==> src/rtl/invader_formation_renderer.sv <==
// Alien formation owner: alive bitmap, marching FSM with vblank-committed position,
// kill handshake, and a 2-stage per-pixel sprite lookup feeding the colour mixer.
module invader_formation_renderer #(
    parameter int COLS     = 8,
    parameter int ROWS     = 4,
    parameter int CELL_SH  = 5,
    parameter int START_X  = 64,
    parameter int START_Y  = 48,
    parameter int STEP_X   = 4,
    parameter int DROP_Y   = 16,
    parameter int MOVE_DIV = 8,
    parameter int X_LIMIT  = 640,
    parameter int BOTTOM_Y = 416
) (
    input  logic       pixel_clk,
    input  logic       reset,
    input  logic [9:0] x,
    input  logic [9:0] y,
    input  logic       display_on,
    input  logic       frame_tick,
    input  logic       kill_valid,
    input  logic [2:0] kill_col,
    input  logic [1:0] kill_row,
    output logic       kill_ready,
    output logic       kill_hit,
    output logic       pixel_on,
    output logic [5:0] alive_count,
    output logic       all_dead,
    output logic       landed
);
    localparam int DIV_W = (MOVE_DIV > 1) ? $clog2(MOVE_DIV) : 1;
    typedef enum logic [1:0] {WAIT, CHECK, MOVE, DROP} state_t;

    // 8x8 sprites addressed {anim, row%2, sy}; bit sx is the pixel
    localparam logic [7:0] SPRITE_ROM [32] = '{
        8'h99, 8'h3C, 8'h7E, 8'hDB, 8'hFF, 8'h24, 8'h5A, 8'h81,
        8'h3C, 8'h7E, 8'hFF, 8'h99, 8'hFF, 8'h5A, 8'h81, 8'h42,
        8'h81, 8'h3C, 8'h7E, 8'hDB, 8'hFF, 8'h5A, 8'h81, 8'h42,
        8'h3C, 8'h7E, 8'hFF, 8'h99, 8'hFF, 8'h24, 8'h5A, 8'hA5
    };

    state_t                      state, state_n;
    logic [ROWS-1:0][COLS-1:0]   alive;
    logic [9:0]                  off_x, off_y, off_x_r, off_y_r;
    logic                        anim, anim_r, dir_right, drop_done;
    logic [DIV_W-1:0]            div_cnt;
    logic [COLS-1:0]             col_any;
    logic [ROWS-1:0]             row_any;
    int                          lc, rc, bot;
    logic                        hit_edge, kill_acc, kill_live, move_due;

    // ---------------- render pipe ----------------
    logic [10:0] dx, dy;
    logic        in_form;
    logic        s1_on, s1_in, s1_lx4, s1_ly4;
    logic [2:0]  s1_col, s1_sx, s1_sy;
    logic [1:0]  s1_row;

    assign dx      = {1'b0, x} - {1'b0, off_x_r};
    assign dy      = {1'b0, y} - {1'b0, off_y_r};
    assign in_form = !dx[10] && !dy[10] &&
                     (dx[9:0] < 10'(COLS << CELL_SH)) && (dy[9:0] < 10'(ROWS << CELL_SH));

    always_ff @(posedge pixel_clk or posedge reset) begin
        if (reset) begin
            s1_on <= 1'b0; s1_in <= 1'b0; s1_lx4 <= 1'b0; s1_ly4 <= 1'b0;
            s1_col <= '0; s1_row <= '0; s1_sx <= '0; s1_sy <= '0;
            pixel_on <= 1'b0;
        end else begin
            s1_on    <= display_on;
            s1_in    <= in_form;
            s1_col   <= 3'(dx[9:0] >> CELL_SH);
            s1_row   <= 2'(dy[9:0] >> CELL_SH);
            s1_lx4   <= dx[CELL_SH-1];
            s1_ly4   <= dy[CELL_SH-1];
            s1_sx    <= dx[3:1];
            s1_sy    <= dy[3:1];
            pixel_on <= s1_on && s1_in && alive[s1_row][s1_col] && !s1_lx4 && !s1_ly4 &&
                        SPRITE_ROM[{anim_r, s1_row[0], s1_sy}][s1_sx];
        end
    end

    // Raster only sees the marching position at the last vblank pixel
    always_ff @(posedge pixel_clk or posedge reset) begin
        if (reset) begin
            off_x_r <= 10'(START_X);
            off_y_r <= 10'(START_Y);
            anim_r  <= 1'b0;
        end else if (!display_on && x == 10'd639 && y == 10'd479) begin
            off_x_r <= off_x;
            off_y_r <= off_y;
            anim_r  <= anim;
        end
    end

    // ---------------- kill handshake ----------------
    assign kill_ready = (state == WAIT);
    assign kill_acc   = kill_valid && kill_ready;
    assign kill_live  = (int'(kill_col) < COLS) && (int'(kill_row) < ROWS) &&
                        alive[kill_row][kill_col];

    always_ff @(posedge pixel_clk or posedge reset) begin
        if (reset) begin
            alive       <= '1;
            alive_count <= 6'(COLS * ROWS);
            kill_hit    <= 1'b0;
            all_dead    <= 1'b0;
        end else begin
            kill_hit <= kill_acc && kill_live;
            all_dead <= (alive_count == 6'd0);
            if (kill_acc && kill_live) begin
                alive[kill_row][kill_col] <= 1'b0;
                alive_count               <= alive_count - 6'd1;
            end
        end
    end

    // ---------------- formation extents ----------------
    always_comb begin
        col_any = '0;
        row_any = '0;
        for (int r = 0; r < ROWS; r++)
            for (int c = 0; c < COLS; c++) begin
                col_any[c] = col_any[c] | alive[r][c];
                row_any[r] = row_any[r] | alive[r][c];
            end
        lc = 0; rc = 0; bot = 0;
        for (int c = COLS - 1; c >= 0; c--) if (col_any[c]) lc = c;
        for (int c = 0; c < COLS; c++)      if (col_any[c]) rc = c;
        for (int r = 0; r < ROWS; r++)      if (row_any[r]) bot = r;
    end

    assign hit_edge = dir_right ? (int'(off_x) + ((rc + 1) << CELL_SH) + STEP_X > X_LIMIT)
                                : (int'(off_x) < STEP_X + (lc << CELL_SH));
    assign move_due = frame_tick && !all_dead && !landed;

    // ---------------- motion FSM ----------------
    always_ff @(posedge pixel_clk or posedge reset) begin
        if (reset) state <= WAIT;
        else       state <= state_n;
    end

    always_comb begin
        state_n = state;
        case (state)
            WAIT:    if (move_due && div_cnt == DIV_W'(MOVE_DIV - 1)) state_n = CHECK;
            CHECK:   state_n = hit_edge ? DROP : MOVE;
            MOVE:    state_n = WAIT;
            DROP:    state_n = WAIT;
            default: state_n = WAIT;
        endcase
    end

    always_ff @(posedge pixel_clk or posedge reset) begin
        if (reset) begin
            off_x     <= 10'(START_X);
            off_y     <= 10'(START_Y);
            dir_right <= 1'b1;
            anim      <= 1'b0;
            div_cnt   <= '0;
            drop_done <= 1'b0;
            landed    <= 1'b0;
        end else begin
            drop_done <= (state == DROP);
            if (drop_done && int'(off_y) + ((bot + 1) << CELL_SH) >= BOTTOM_Y) landed <= 1'b1;
            case (state)
                WAIT: if (move_due)
                    div_cnt <= (div_cnt == DIV_W'(MOVE_DIV - 1)) ? '0 : div_cnt + 1'b1;
                MOVE: begin
                    off_x <= dir_right ? off_x + 10'(STEP_X) : off_x - 10'(STEP_X);
                    anim  <= ~anim;
                end
                DROP: begin
                    off_y     <= off_y + 10'(DROP_Y);
                    dir_right <= ~dir_right;
                    anim      <= ~anim;
                end
                default: ;
            endcase
        end
    end
endmodule

==> config.mk <==
export PLATFORM = sky130hd
export DESIGN_NAME = invader_formation_renderer
export DESIGN_NICKNAME = d
export VERILOG_FILES = /design/src/rtl/invader_formation_renderer.sv
export SDC_FILE = /design/constraint.sdc
export NUM_CORES = 1
export LEC_CHECK = 0
export CORE_MARGIN = 1.5
export CORE_UTILIZATION = 51
export DETAILED_ROUTE_END_ITERATION = 10
export PLACE_DENSITY = 0.79
export SYNTH_ARGS = -nofsm -noshare
export SYNTH_HDL_FRONTEND = slang
export SYNTH_SLANG_ARGS = --single-unit
==> constraint.sdc <==
create_clock -name pixel_clk -period 2.9 [get_ports pixel_clk]
set_input_delay 0.58 -clock pixel_clk [delete_from_list [all_inputs] [get_ports pixel_clk]]
set_output_delay 0.58 -clock pixel_clk [all_outputs]
set_load 0.02 [all_outputs]
After elaboration in Yosys (flattened, before gate mapping)
Memory sizes are Yosys's and may differ from the RTL's.
Cells that the tools add are included.
W data, S select, Z words.
{"block": "word_totals", "register_bits": 106, "romBits": 256, "input_bits": 30, "elab_cells": 180, "memories": 1}
{"block": "classes", "n_addsub": 13, "order_cmp": 13, "n_eq_ne": 7, "muxes": 40, "bitwise_logic": 50, "n_reduce_logical": 29}
{"memory": "(name not given)", "words": 32, "word_bits": 8, "rd": 1, "rd_clocked_by_memory_dff": 0, "write_ports": 0, "line_no": "79", "source": "SPRITE_ROM[{anim_r, s1_row[0], s1_sy}][s1_sx];"}
{"op": "$mux W27", "n": 11}
{"op": "$add A11 B32 Y32", "n": 2}
{"op": "$add A27 B2 Y27 const B", "n": 2}
{"op": "$or A1 B1 Y1", "n": 45}
{"op": "$mux W8", "n": 5}
{"op": "$add A32 B4 Y32 const B", "n": 1}
{"op": "$add A4 B32 Y32 const A", "n": 1}
{"op": "$and A32 B32 Y32", "n": 1}
{"op": "$bmux W8 S2", "n": 2}
{"op": "$ge A32 B10 Y1 const B", "n": 1}
{"op": "$gt A32 B11 Y1 const B", "n": 1}
{"op": "$lt A11 B32 Y1", "n": 1}
{"op": "$not A32 Y32", "n": 1}
{"op": "$sub A10 B10 Y11", "n": 2}
{"op": "$logic_and A1 B1 Y1", "n": 18}
{"op": "$mux W3", "n": 6}
{"op": "$demux W8 S2", "n": 1}
{"op": "$lt A3 B4 Y1 const B", "n": 3}
{"op": "$add A10 B3 Y10 const B", "n": 1}
{"op": "$add A10 B5 Y10 const B", "n": 1}
{"op": "$eq A10 B10 Y1 const B", "n": 1}
{"op": "$eq A10 B9 Y1 const B", "n": 1}
{"op": "$lt A10 B8 Y1 const B", "n": 1}
{"op": "$lt A10 B9 Y1 const B", "n": 1}
{"op": "other kinds (24)", "n": 42}

Longest topological paths before layout
{"block": "logic_depth", "depth_word": 17, "ltp_mapped": 14, "depth_no_buf": 14}

Worst setup path before layout
No wires, ideal clock.
{"block": "synth_timing", "path_kind": "flip-flop to flip-flop", "startpoint": "reg alive[11] (netlist bit)", "endpoint": "reg state[0]", "setup_time_ns": 0.134, "arrival_ns": 2.897, "setup_slack_ns": -0.130, "stages_incl_launch_ff": 14, "path_buffers": 0, "period_less_slack_ns": 3.030, "cell_sequence": "dfstp_2 -> or4_1 -> o21ai_0 -> a21oi_1 -> nand2b_1 -> ha_1 -> xor2_1 -> ha_1 -> a21o_1 -> a31oi_1 -> nand2_1 -> mux2_2 -> o21ai_0 -> a311oi_1"}
{"block": "synth_via", "elab_chain_cells": 15, "word_cells_on_any_way": 21, "classes_between": "4 x add/sub; 2 x order compare; 12 x mux; 3 x bitwise"}
{"item": "from (decl)", "line_no": "43", "source": "logic [ROWS-1:0][COLS-1:0] alive;"}
{"item": "from (signal assigned)", "line_no": "104", "source": "alive <= '1;"}
{"item": "from (signal, indexed assignment)", "line_no": "112", "source": "alive[kill_row][kill_col] <= 1'b0;"}
{"item": "$or A1 B1 Y1 * (3 in series)", "line_no": "124", "source": "col_any[c] = col_any[c] | alive[r][c];"}
{"item": "$mux W27 (5 in series)", "line_no": "129", "source": "for (int c = 0; c < COLS; c++) if (col_any[c]) rc = c;"}
{"item": "$add A27 B2 Y27", "line_no": "133", "source": "assign hit_edge = dir_right ? (int'(off_x) + ((rc + 1) << CELL_SH) + STEP_X > X_LIMIT)"}
{"item": "$add A11 B32 Y32", "line_no": "133"}
{"item": "$add A32 B4 Y32", "line_no": "133"}
{"item": "$gt A32 B11 Y1", "line_no": "133"}
{"item": "$mux W1 *", "line_no": "133"}
{"item": "$mux W1 *", "line_no": "147", "source": "CHECK: state_n = hit_edge ? DROP : MOVE;"}
{"item": "$pmux W2 S3 *", "line_no": "145", "source": "case (state)"}
{"item": "to (signal assigned)", "line_no": "140", "source": "else state <= state_n;"}
{"item": "to (decl)", "line_no": "42", "source": "state_t state, state_n;"}
Mark *: on every way between the ends. The rest lies on a longest branch, timed or not.
A chain may end at the register's enable or synchronous reset.

Worst setup path in the final report
{"block": "layout_timing", "startpoint": "reg alive[10] (netlist bit)", "endpoint": "reg state[0]"}
{"block": "layout_via", "elab_chain_cells": 16, "word_cells_on_any_way": 21, "classes_between": "4 x add/sub; 2 x order compare; 12 x mux; 3 x bitwise"}
{"item": "$or A1 B1 Y1 * (3 in series)", "line_no": "124"}
{"item": "$mux W27 (6 in series)", "line_no": "129"}
{"item": "$add A27 B2 Y27", "line_no": "133"}
{"item": "$add A11 B32 Y32", "line_no": "133"}
{"item": "$add A32 B4 Y32", "line_no": "133"}
{"item": "$gt A32 B11 Y1", "line_no": "133"}
{"item": "$mux W1 *", "line_no": "133"}
{"item": "$mux W1 *", "line_no": "147"}
{"item": "$pmux W2 S3 *", "line_no": "145"}
Marks and branches as above.

==> flow_metrics.py <==
metrics = {
    "finish": {
        "drive_above_1_share_pct": 29.4,
        "area_delta_synth_final_pct": 24.4,
        "nNetsFinal": 682,
        "seqCellArea_um2": 2400,
        "antenna_cells": 0,
        "n_fill_cell": 819,
        "postLayoutCellArea_um2": 7150,
        "fin_util_pct": 65.4,
        "multi_input_area_um2": 3290,
    },
    "global_route": {
        "antenna_found_initial": 0,
        "grt-ovfl-total": 0,
        "grt_max_degree": 39,
        "grtUsageTotal_pct": 25.1,
        "grt_pass1_vias": 4570,
        "grt_pass1_wl_um": 22800,
    },
    "yosys": {
        "syn_area_um2": 5750,
        "synth_area_per_cell_um2": 11.0,
        "synth_warnings": 0,
        "yosysMostFrequentCell": "dfrtp_1",
        "synthTopCellsByCount": "54 x dfrtp_1, 41 x ha_1, 40 x dfstp_2, 40 x inv_1, 35 x nand2_1",
        "yosysSeqAreaShare_pct": 41.8,
        "yosysUniqueCellTypes": 58,
        "yosysTopAreaCellShare_pct": 23.5,
        "synth_fp_nets": 600,
        "synthArstFlopShare_pct": 100,
        "yosys-top-cells-area": "dfrtp_1 23%, dfstp_2 18%, ha_1 8.9%, mux4_2 7.4%, mux2_2 3.9%",
        "synth.ff_latch_count": 94,
        "netlist_instances": 525,
        "synth_edf_count": 0,
        "yosysTopAreaCell": "dfrtp_1",
        "ys.flop_type": "dfrtp_1",
    },
    "sta": {
        "skew_ns": 0.00577,
        "finalSetupViolCount": 2,
        "slew_viol_final": 0,
        "fin_hold_ws_ns": 0.481,
        "timing.fmax_mhz": 325,
        "worst_slack_ns": -0.181,
        "hold_viol_final": 0,
        "worst_pin_slew_ns": 0.698,
        "fin_crit_sh_pct": 106,
        "rsz0062_at_grt": "true",
        "period_needed_ns": 3.08,
        "slew_headroom_pct": 53.5,
    },
    "clock_tree": {
        "cts.sinks": 94,
        "cts_buffer_depth": 2,
        "root_buffer": "clkbuf_16",
        "ctsHoldBuffers": 0,
        "path_clk_slew_ns": 0.07,
        "cts_tree": "built",
        "cts_max_level": 3,
        "cts_buffers": 9,
        "worstSkewPairLatency_ns": 0.34,
    },
    "worst_setup_path": {
        "start_kind": "flop",
        "worst-path-max-fanout": 3,
        "cp.required_ns": 3.12,
        "cp_data_arrival_time_ns": 3.30,
        "r2r_end": "state[0]",
        "cp_common_cell": "ha_4",
        "crit_chain": "or4_4 > nor2_4 > o21ai_2 > a21oi_2 > nand2b_4 > ha_4 > xor2_4 > ha_4 > a21o_1 > a31oi_4 > nand2_1 > mux2_2 > o21ai_1 > a311oi_1",
        "max_stage_delay_ns": 0.55,
        "critPathCaptureType": "flop",
        "crit_type": "flop to flop",
        "r2r_start": "alive[10]",
        "worstRegToRegCells": 14,
        "rrSetupSlack_ns": -0.18,
        "slowest_stage": "or4_4",
    },
    "worst_hold_path": {
        "min-delay-path-class": "flop to flop",
        "hp-start": "anim",
        "min_to": "anim",
        "hold-path-cell-count": 1,
    },
    "placed_design": {
        "place_area_um2": 6620,
        "hpwl_um": 9940,
        "portBuffers": 40,
        "routabilityCongestion": 0.926,
    },
    "run": {
        "maxCapViolCount": 0,
    },
    "status": {
        "failed_checks": "setup timing",
        "status": "finished, violations left",
    },
    "detailed_routing": {
        "ant_nets": 0,
        "drcViolationCount": 0,
        "firstDrtPassIters": 5,
        "routed_via_density": 6.06,
        "vias": 4554,
        "wire_per_inst_um": 18.7,
        "initialDrtViolationCount": 356,
        "postRouteWirelength_um": 14000,
    },
    "die": {
        "fp.dieH_um": 109,
        "die_area_um2": 11900,
        "io_pins": 41,
        "placeableCoreArea_um2": 10900,
        "rows": 38,
        "die_w_um": 109,
        "start_util_pct": 52.6,
    },
    "power_and_ir_drop": {
        "peakVddDrop_mv": 0.261,
        "power.leakage_nw": 3.13,
        "power.density_nw_per_um2": 387,
    },
}
-- worst max-delay path: cells and delay by family (launching register included) --
family,cells,cell delay [ns]
AOI/OAI and AO/OA,6,0.84
xor gates and xnor gates,1,0.21
adders and majority gates,2,0.39
DFF,1,0.37
muxes,1,0.27
and+or+nand+nor,4,0.87
-- layout by cell type, fill, tap and decap left out, types with 5 or more instances in the layout --
cell and count:
o21ai_0 25, xnor2_1 13, nor4_1 8, mux4_2 19
o21a_1 20, mux2_2 20, xor2_1 15, nand2_1 35
buf_4 37, a21boi_1 17, nor2_1 21, clkdlybuf4s50_1 40
dfstp_2 40, nor2b_1 9, a32oi_1 5, nand2b_1 7
inv_1 38, nand4_1 8, buf_6 6, a21o_1 5
clkinvlp_4 5, clkbuf_16 9, dfrtp_1 54, or4_4 6
ha_1 37, nor3_1 7, a21oi_1 14
-- through the flow --
| stage | TNS (ns) | power, mW | setup WS (ns) | instances |
|---|---|---|---|---|
| detailed placement | -2.52 | 1.59 | -0.318 | 731 |
| finish | -0.209 | 2.77 | -0.181 | 752 |
| CTS | -0.0990 | 2.78 | -0.0990 | 750 |
| global placement | -1.42 | 1.58 | -0.119 | 731 |
| global route | -0.366 | 2.86 | -0.289 | 752 |
| floorplan | -0.0592 | 1.50 | -0.0592 | 525 |
-- power by group --
group / switching [mW] / internal, mW / total (mW) / leakage (nW)
clock: 0.505 / 0.692 / 1.20 / 0.134
combinational: 0.112 / 0.113 / 0.225 / 1.87
sequential: 0.0208 / 1.33 / 1.35 / 1.13
total: 0.638 / 2.13 / 2.77 / 3.13
-- cell type report --
| cell class | count | share of cell area (%) |
|---|---|---|
| timing repair buffer | 87 | 11.5 |
| clock buffer | 11 | 3.39 |
| inverter | 40 | 2.15 |
| sequential | 94 | 33.6 |
| clock inverter | 5 | 0.839 |
| tap | 140 | 2.45 |
| multi-input combinational | 375 | 46.0 |
-- timing repair --
action                                  CTS  global route
setup buffers                             3             2
pin swaps                                18            11
resized for setup                        27            13
endpoints found under the setup margin    2             4
endpoints found under the hold margin     0             0
-- registers in the layout (all words and copies together) (netlist names), 2 cells and up --
signal and flops:
s1_col 3, off_x 8, s1_sx 3, alive_count 6, alive 32, div_cnt 3, off_y 6, off_x_r 8
off_y_r 6, s1_row 2, s1_sy 3, state 2
-- worst max path at each step --
stage | start | to | slack, ns | cells after the start
floorplan | alive[2] | state[0] | -0.06 | 14
global placement | alive[2] | state[0] | -0.12 | 14
detailed placement | alive[2] | state[0] | -0.32 | 14
CTS | alive[10] | state[0] | -0.1 | 14
global route | alive[10] | state[0] | -0.29 | 14
finish | alive[10] | state[0] | -0.18 | 14
-- cell families after synthesis --
group / count (synthesis) / synth area share, %
DFF: 94 / 41.8
adders and majority gates: 46 / 10.5
buffers and inverters: 56 / 4.09
and+or+nand+nor: 142 / 13.8
xor gates and xnor gates: 29 / 4.42
AOI/OAI and AO/OA: 115 / 13.4
muxes: 43 / 12.1
-- metal layers --
metal,vias up,wire [um],global-route usage [%]
met5,-,0,0
met4,0,382,8.26
met3,43,845,4.96
met2,173,6860,41.3
met1,2267,5940,33.2
li1,2071,-,-
Power figures use the tool's default switching activity.
